--- src/rtl/fun_pow_root_if.sv ---
// Start/busy/done handshake bundle for the fun_pow_root evaluator.
// The result width follows the operand width so both ends always agree.
interface fun_pow_root_if #(
  parameter int WIDTH = 8
);
  localparam int Y_W = (3 * WIDTH + 2) / 2;

  logic             start_i;
  logic             mode_i;
  logic [WIDTH-1:0] a_bi;
  logic [WIDTH-1:0] b_bi;
  logic             busy_o;
  logic             done_o;
  logic [Y_W-1:0]   y_bo;

  modport master (
    output start_i, mode_i, a_bi, b_bi,
    input  busy_o, done_o, y_bo
  );

  modport slave (
    input  start_i, mode_i, a_bi, b_bi,
    output busy_o, done_o, y_bo
  );
endinterface

--- src/rtl/fun_pow_root.sv ---
// Sequential y = floor(sqrt(a + b^P)), P = 3 (mode 0) or P = 2 (mode 1).
// Shift-add multiplier and restoring bit-pair square root share one FSM.
module fun_pow_root #(
  parameter int WIDTH = 8
) (
  input logic           clk_i,
  input logic           rst_i,
  fun_pow_root_if.slave bus
);
  localparam int SUM_W  = 3 * WIDTH + 1;
  localparam int Y_W    = (SUM_W + 1) / 2;
  localparam int PROD_W = 3 * WIDTH;
  localparam int RAD_W  = 2 * Y_W;
  localparam int REM_W  = Y_W + 3;
  localparam int CNT_W  = $clog2(Y_W + 1);

  typedef enum logic [2:0] {
    S_IDLE,
    S_MUL1,
    S_MUL2,
    S_ADD,
    S_SQRT
  } state_t;

  state_t            state;
  logic [WIDTH-1:0]  a_q;
  logic [WIDTH-1:0]  b_q;
  logic [WIDTH-1:0]  mplr;
  logic              cube_q;
  logic [PROD_W-1:0] mcand;
  logic [PROD_W-1:0] acc;
  logic [RAD_W-1:0]  rad;
  logic [REM_W-1:0]  rem;
  logic [Y_W-1:0]    root;
  logic [CNT_W-1:0]  cnt;
  logic              busy_q;
  logic              done_q;
  logic [Y_W-1:0]    y_q;

  logic [PROD_W-1:0]      acc_nxt;
  logic [SUM_W-1:0]       sum;
  logic [REM_W+Y_W-1:0]   step;

  // One restoring iteration: bring down the next bit pair, try (2q)*2+1.
  function automatic logic [REM_W+Y_W-1:0] sqrt_step(
    input logic [REM_W-1:0] r,
    input logic [Y_W-1:0]   q,
    input logic [1:0]       pair
  );
    logic [REM_W-1:0] sh;
    logic [REM_W-1:0] trial;
    sh    = {r[REM_W-3:0], pair};
    trial = {{(REM_W-Y_W-2){1'b0}}, q, 2'b01};
    if (sh >= trial) begin
      return {sh - trial, q[Y_W-2:0], 1'b1};
    end
    return {sh, q[Y_W-2:0], 1'b0};
  endfunction

  assign acc_nxt = mplr[0] ? (acc + mcand) : acc;
  assign sum     = SUM_W'(a_q) + SUM_W'(acc);
  assign step    = sqrt_step(rem, root, rad[RAD_W-1 -: 2]);

  always_ff @(posedge clk_i or negedge rst_i) begin
    if (!rst_i) begin
      state  <= S_IDLE;
      a_q    <= '0;
      b_q    <= '0;
      mplr   <= '0;
      cube_q <= 1'b0;
      mcand  <= '0;
      acc    <= '0;
      rad    <= '0;
      rem    <= '0;
      root   <= '0;
      cnt    <= '0;
      busy_q <= 1'b0;
      done_q <= 1'b0;
      y_q    <= '0;
    end else begin
      done_q <= 1'b0;
      case (state)
        S_IDLE: begin
          if (bus.start_i) begin
            a_q    <= bus.a_bi;
            b_q    <= bus.b_bi;
            cube_q <= ~bus.mode_i;
            mcand  <= PROD_W'(bus.b_bi);
            mplr   <= bus.b_bi;
            acc    <= '0;
            cnt    <= '0;
            busy_q <= 1'b1;
            state  <= S_MUL1;
          end
        end
        S_MUL1, S_MUL2: begin
          acc   <= acc_nxt;
          mcand <= mcand << 1;
          mplr  <= mplr >> 1;
          cnt   <= cnt + CNT_W'(1);
          if (cnt == CNT_W'(WIDTH - 1)) begin
            cnt <= '0;
            // Cube: the finished square becomes the multiplicand of the second pass.
            if (state == S_MUL1 && cube_q) begin
              mcand <= acc_nxt;
              mplr  <= b_q;
              acc   <= '0;
              state <= S_MUL2;
            end else begin
              state <= S_ADD;
            end
          end
        end
        S_ADD: begin
          rad   <= RAD_W'(sum);
          rem   <= '0;
          root  <= '0;
          cnt   <= '0;
          state <= S_SQRT;
        end
        S_SQRT: begin
          rem  <= step[REM_W+Y_W-1:Y_W];
          root <= step[Y_W-1:0];
          rad  <= rad << 2;
          cnt  <= cnt + CNT_W'(1);
          if (cnt == CNT_W'(Y_W - 1)) begin
            y_q    <= step[Y_W-1:0];
            done_q <= 1'b1;
            busy_q <= 1'b0;
            state  <= S_IDLE;
          end
        end
        default: begin
          busy_q <= 1'b0;
          state  <= S_IDLE;
        end
      endcase
    end
  end

  assign bus.busy_o = busy_q;
  assign bus.done_o = done_q;
  assign bus.y_bo   = y_q;
endmodule
--- src/flat_wrapper.sv ---
// flat-port wrapper written by rule: the top's interface ports become plain ports
module fun_pow_root_flat 
#(
  parameter int WIDTH = 8
)
  (clk_i, rst_i, bus_start_i, bus_mode_i, bus_a_bi, bus_b_bi, bus_busy_o, bus_done_o, bus_y_bo);
  fun_pow_root_if #(.WIDTH(WIDTH)) bus_i ();
  input logic clk_i;
  input logic rst_i;
  input wire logic [$bits(bus_i.start_i)-1:0] bus_start_i;
  input wire logic [$bits(bus_i.mode_i)-1:0] bus_mode_i;
  input wire logic [$bits(bus_i.a_bi)-1:0] bus_a_bi;
  input wire logic [$bits(bus_i.b_bi)-1:0] bus_b_bi;
  output wire logic [$bits(bus_i.busy_o)-1:0] bus_busy_o;
  output wire logic [$bits(bus_i.done_o)-1:0] bus_done_o;
  output wire logic [$bits(bus_i.y_bo)-1:0] bus_y_bo;
  assign bus_i.start_i = bus_start_i;
  assign bus_i.mode_i = bus_mode_i;
  assign bus_i.a_bi = bus_a_bi;
  assign bus_i.b_bi = bus_b_bi;
  assign bus_busy_o = bus_i.busy_o;
  assign bus_done_o = bus_i.done_o;
  assign bus_y_bo = bus_i.y_bo;
  fun_pow_root #(.WIDTH(WIDTH)) u_core (.clk_i(clk_i), .rst_i(rst_i), .bus(bus_i));
endmodule
--- config.mk ---
export PLATFORM = sky130hd
export DESIGN_NAME = fun_pow_root_flat
export DESIGN_NICKNAME = d
export VERILOG_FILES = /design/src/rtl/fun_pow_root_if.sv /design/src/rtl/fun_pow_root.sv /design/src/flat_wrapper.sv
export SDC_FILE = /design/constraint.sdc
export NUM_CORES = 1
export LEC_CHECK = 0
export CAP_MARGIN = 25
export CORE_AREA = 2 2 193 100
export DETAILED_ROUTE_END_ITERATION = 8
export DIE_AREA = 0 0 195 102
export MAX_ROUTING_LAYER = met4
export PLACE_DENSITY_LB_ADDON = 0.08
export SLEW_MARGIN = 0
export SYNTH_ARGS = -nofsm -noshare
export SYNTH_HDL_FRONTEND = slang
export SYNTH_SLANG_ARGS = --single-unit
export TNS_END_PERCENT = 5
--- constraint.sdc ---
create_clock -name clk_i -period 2.8 [get_ports clk_i]
set_input_delay 0.56 -clock clk_i [delete_from_list [all_inputs] [get_ports clk_i]]
set_output_delay 0.56 -clock clk_i [all_outputs]
set_load 0.01 [all_outputs]
After elaboration in Yosys (flattened, before gate mapping)

Cells that the tools add are included.
Widths: inputs -> output; s select.

Register bits after elaboration: 148
Bits of input ports: 20
Output and inout bits: 15
Logic and storage cells: 75

Add/subtract/negate cells: 4
Order comparisons: 1
Equality and inequality tests: 9
Multiplexer cells: 32
Bitwise logic cells: 2
Reduce and logical (&&, ||, !) cells: 13

Operators by type and width:

| kind                | count |
|---|---|
| $mux 24             | 7 |
| $pmux 24 s2         | 2 |
| $mux 27             | 2 |
| $pmux 26 s2         | 1 |
| $pmux 14 s2         | 1 |
| $pmux 13 s2         | 1 |
| $add 8x24->25       | 1 |
| $add 24x24->24      | 1 |
| $mux 8              | 3 |
| $ge 16x15->1        | 1 |
| $pmux 4 s4          | 1 |
| $pmux 8 s2          | 1 |
| $sub 14x14->14      | 1 |
| $pmux 3 s4          | 1 |
| $mux 3              | 3 |
| $mux 4              | 2 |
| $reduce_and 2->1    | 4 |
| $eq 3x2->1 const B  | 2 |
| $mux 1              | 6 |
| $reduce_and 3->1    | 2 |
| $add 4x1->4 const B | 1 |
| $eq 4x3->1 const B  | 1 |
| $eq 4x4->1 const B  | 1 |
| $ne 2x1->1 const B  | 2 |
| other kinds (11)    | 13 |

Longest topological paths before layout

Depth after elaboration: 5
Mapped depth: 10

Worst setup path before layout

No wires, ideal clock.

Path kind: register to register
Start point: register u_core.acc[0]
End point: register u_core.mcand[20]
Setup time: 0.126 ns
Arrival: 2.372 ns
Path slack: 0.302 ns
Stages on the path, launching flop included: 10
Path buffers: 0
Cell sequence: dfrtp_1 ha_1 fa_1 a211oi_1 o211ai_1 nand4_1 a211oi_1 a211o_1 xor2_1 a221o_1

Word-level cells in the longest chain between the ends: 5

RTL lines:

| item                   | RTL line            | text |
|---|---|---|
| from (decl)            | fun_pow_root.sv:31  | `logic [PROD_W-1:0] acc;` |
| from (signal assigned) | fun_pow_root.sv:97  | `acc <= acc_nxt;` |
| $add 24x24->24         | fun_pow_root.sv:60  | `assign acc_nxt = mplr[0] ? (acc + mcand) : acc;` |
| $mux 24                | fun_pow_root.sv:60  |  |
| $mux 24                | fun_pow_root.sv:104 | `if (state == S_MUL1 && cube_q) begin` |
| $mux 24                | fun_pow_root.sv:101 | `if (cnt == CNT_W'(WIDTH - 1)) begin` |
| $pmux 24 s2            | fun_pow_root.sv:82  | `case (state)` |
| to (signal assigned)   | fun_pow_root.sv:88  | `mcand <= PROD_W'(bus.b_bi);` |
| to (signal assigned)   | fun_pow_root.sv:98  | `mcand <= mcand << 1;` |
| to (signal assigned)   | fun_pow_root.sv:105 | `mcand <= acc_nxt;` |
| to (decl)              | fun_pow_root.sv:30  | `logic [PROD_W-1:0] mcand;` |

No other way between the ends.
A chain may end at the register's enable or synchronous reset.

Final worst setup path

Start point: register u_core.root[7]
End point: register u_core.rem[4]

Word-level cells in the longest chain between the ends: 4

RTL lines:

| item                   | RTL line            | text |
|---|---|---|
| from (decl)            | fun_pow_root.sv:34  | `logic [Y_W-1:0] root;` |
| from (signal assigned) | fun_pow_root.sv:123 | `root <= step[Y_W-1:0];` |
| $ge 16x15->1           | fun_pow_root.sv:54  | `if (sh >= trial) begin` |
| $mux 1                 | fun_pow_root.sv:54  |  |
| $mux 27                | fun_pow_root.sv:57  | `return {sh, q[Y_W-2:0], 1'b0};` |
| $pmux 14 s2            | fun_pow_root.sv:82  |  |
| to (signal assigned)   | fun_pow_root.sv:122 | `rem <= step[REM_W+Y_W-1:Y_W];` |
| to (decl)              | fun_pow_root.sv:33  | `logic [REM_W-1:0] rem;` |

No other way between the ends.

==> impl_metrics.ini <==
[critical_path]
r2r_cells = 9
max_stage_delay_ns = 0.38
crit_top_cell = a21o_1
critical_path_required_ns = 3.11
r2r_slack_ns = 0.16
critPathMaxFanout = 6
cp.depth = 9
crit_chain = inv_1, ha_1, a21o_1, a21oi_4, o21ai_1, a21o_1, a211o_1, or3_1, a32o_1
crit_buf_inv = 1
cp_slowest_cell = ha_1
cp.arrival_ns = 2.95
r2r_end = u_core.rem[4]
reg2reg_from = u_core.root[7]
path_delay_family = compound AO/OA/AOI/OAI gates
crit_path_end_kind = flop
crit_type = reg2reg
crit_start = u_core.root[7]
startpoint_type = flop
endpoint = u_core.rem[4]

[synthesis]
synthDominantCellAreaShare_pct = 41.4
netlist_area_sq_um = 8940
ys_types = 73
synthArstFlopShare_pct = 100
yosysWarnings = 0
synth-simple-area-share_pct = 13.4
synth_top_family_by_area = compound AO/OA/AOI/OAI gates
yosys.area.top_type = dfrtp_1
syn_area_per_cell_sq_um = 9.64
synth.net_count = 997
synth_adder_area_share_pct = 7.17
synthTopCellsByArea = dfrtp_1, ha_1, nand2_1
synth-xor-area-share_pct = 4.51
seq_area_frac_synth_pct = 41.4
ys_ff_latch = 148
synth_compound_area_share_pct = 25.4
synth_edf_count = 0
synthMuxAreaShare_pct = 4.72
synthCells = 927
synth_top_flop_cell = dfrtp_1

[floorplanning]
die_x_microns = 195
floorplan.rows = 35
die_h_microns = 102
ios = 35
initial_core_util_pct = 49.3
dieArea_sq_um = 19900
core_sq_um = 18100

[placement]
io_buffers = 34
gp_congestion = 0.936
place_area_sq_um = 9860
dp.cells = 1209
dpl.hpwl_microns = 16300

[cts]
insertion_delay_ns = 0.42
root_buffer = clkbuf_16
hold_buffers = 0
clock_path_buffers = 2
clkSinkCount = 148
clk_pin_slew_ns = 0.07
cts_made_buffers = 17
cts_tree = done
htreeDepth = 4

[timing]
max_slew_margin_pct = 45.4
hold_ws_ns = 0.115
min_period_ns = 2.64
worst_pin_slew_ns = 0.814
final-max-slew-violation-count = 0
fmax_mhz = 379
rsz0062_at_grt = false
clock_skew_ns = 0.00854
timing.final.crit_share_pct = 94.3
fin_setup_tns_ns = 0
setup_viol = 0
hold_violations = 0

[pwr]
power.total_mw = 11.7
peakVddDrop_v = 0.000429
p_leak_nw = 4.65
pwr_density_cell_nw_per_um2 = 1130

[grt]
grt.total_usage_pct = 25.0
grt_overflow = 0
antenna_found_initial = 0
grt_pass1_wl_microns = 38200
grt_start_max_net_pins = 62
grt_pass1_vias = 7324

[routing]
viasPerCell = 6.04
wl_met3_microns = 877
drt-initial-drc-count = 525
wl_microns = 22900
postRouteAntennaNets = 0
met2_length_microns = 10200
vias = 7493
drc = 0
wl_met1_microns = 11600
routed.top_layer = met4
wl_per_cell_microns = 18.5
dr.pass1.iters = 7

[finish]
antennaDiodeCount = 0
layoutNonFillerInstCount = 1240
synthToLayoutAreaGrowth_pct = 16.7
drive_gt1_share_pct = 13.9
nNetsFinal = 1058
final_common_cell = dfrtp_1
final_area_sq_um = 10400
mostFrequentLayoutCells = dfrtp_1, nand2_1, o21ai_0, a21oi_1, ha_1

[job]
cap_violations = 0

[hold_path]
hold_path.class = in2async

[run_status]
status = finished, final reports clean
per-stage QoR:
| step | utilization, % | worst slack [ns] |
|---|---|---|
| floorplan | - | 0.302 |
| global placement | 54.3 | 0.138 |
| detailed placement | 54.4 | 0.0484 |
| CTS | 57.4 | 0.0212 |
| global route | 57.5 | 0.0305 |
| finish | 57.5 | 0.161 |
power by group:
| part | total (mW) | leakage, nW | switching [mW] | internal, mW |
|---|---|---|---|---|
| logic | 6.23 | 2.45 | 3.62 | 2.61 |
| registers | 3.35 | 1.95 | 0.522 | 2.82 |
| clock network | 2.17 | 0.253 | 0.930 | 1.24 |
| total | 11.7 | 4.65 | 5.07 | 6.67 |
Yosys cell counts (8+ instances only):
library cell and n:
nand4_1 9, nor2_1 49, a22oi_1 20, a21oi_1 48, nand2_1 105, a22o_1 28
xor2_1 19, xnor2_1 27, o21a_1 9, nor2b_1 8, a221o_1 9, a211oi_1 13
a222oi_1 18, inv_1 32, a21o_1 13, o21ai_0 75, clkbuf_1 30, a221oi_1 9
mux2_2 33, o211ai_1 16, dfrtp_1 148, and3_1 12, nand3_1 21, ha_1 48
nor3_1 11
cells by family (layout without fill, tap and decap cells):
family,count (synthesis),after routing
AO/OA/AOI/OAI,318,318
XOR/XNOR,46,46
adder cells (fa/ha/maj),50,50
buffers and inverters,74,147
flip-flops,148,148
multiplexers,38,38
AND/OR/NAND/NOR,253,253
worst reg2reg max path, stage by stage, from the launching register on:
cell and delay (ns):
dfrtp_1 0.35, inv_1 0.06, ha_1 0.38, a21o_1 0.22
a21oi_4 0.21, o21ai_1 0.10, a21o_1 0.20, a211o_1 0.37
or3_1 0.38, a32o_1 0.25
repair_timing:
| item | in CTS | in global routing |
|---|---|---|
| setup endpoints to repair | 0 | 11 |
| setup buffers | 0 | 0 |
| resized for setup | 0 | 4 |
registers in the layout, indices dropped and copies added, names as in the netlist:
name,count
u_core.bus.y_bo,13
u_core.cube_q,1
u_core.rem,14
u_core.acc,24
u_core.bus.done_o,1
u_core.mcand,24
u_core.a_q,8
u_core.rad,26
u_core.mplr,8
u_core.bus.busy_o,1
u_core.state,3
u_core.b_q,8
u_core.cnt,4
u_core.root,13
worst min path at each step:
stage / from / end / slack (ns) / cells past startpoint
after global placement: u_core.mplr[4] / u_core.mplr[4] / 0.46 / 2
after global routing: rst_i / u_core.rem[13] / 0.16 / 1
after detailed placement: u_core.mplr[4] / u_core.mplr[4] / 0.47 / 2
after CTS: rst_i / u_core.rem[13] / 0.13 / 1
final: rst_i / u_core.rem[13] / 0.12 / 1
after floorplan: rst_i / u_core.a_q[0] / 0.26 / 0
cell type report:
class | instances | area, sq um
Multi-Input combinational cell | 705 | 4960
Fill cell | 1610 | 7700
Clock inverter | 12 | 108
Inverter | 32 | 120
Clock buffer | 19 | 443
Tap cell | 240 | 300
Sequential cell | 148 | 3700
Timing Repair Buffer | 84 | 787
per-layer routing:
layer  vias up  track usage [%]
li1       3626                -
met1      3690             34.5
met2       155             39.2
met3        22             4.03
met4         0             5.81
met5         -                -
(Power assumes the default switching activity.)
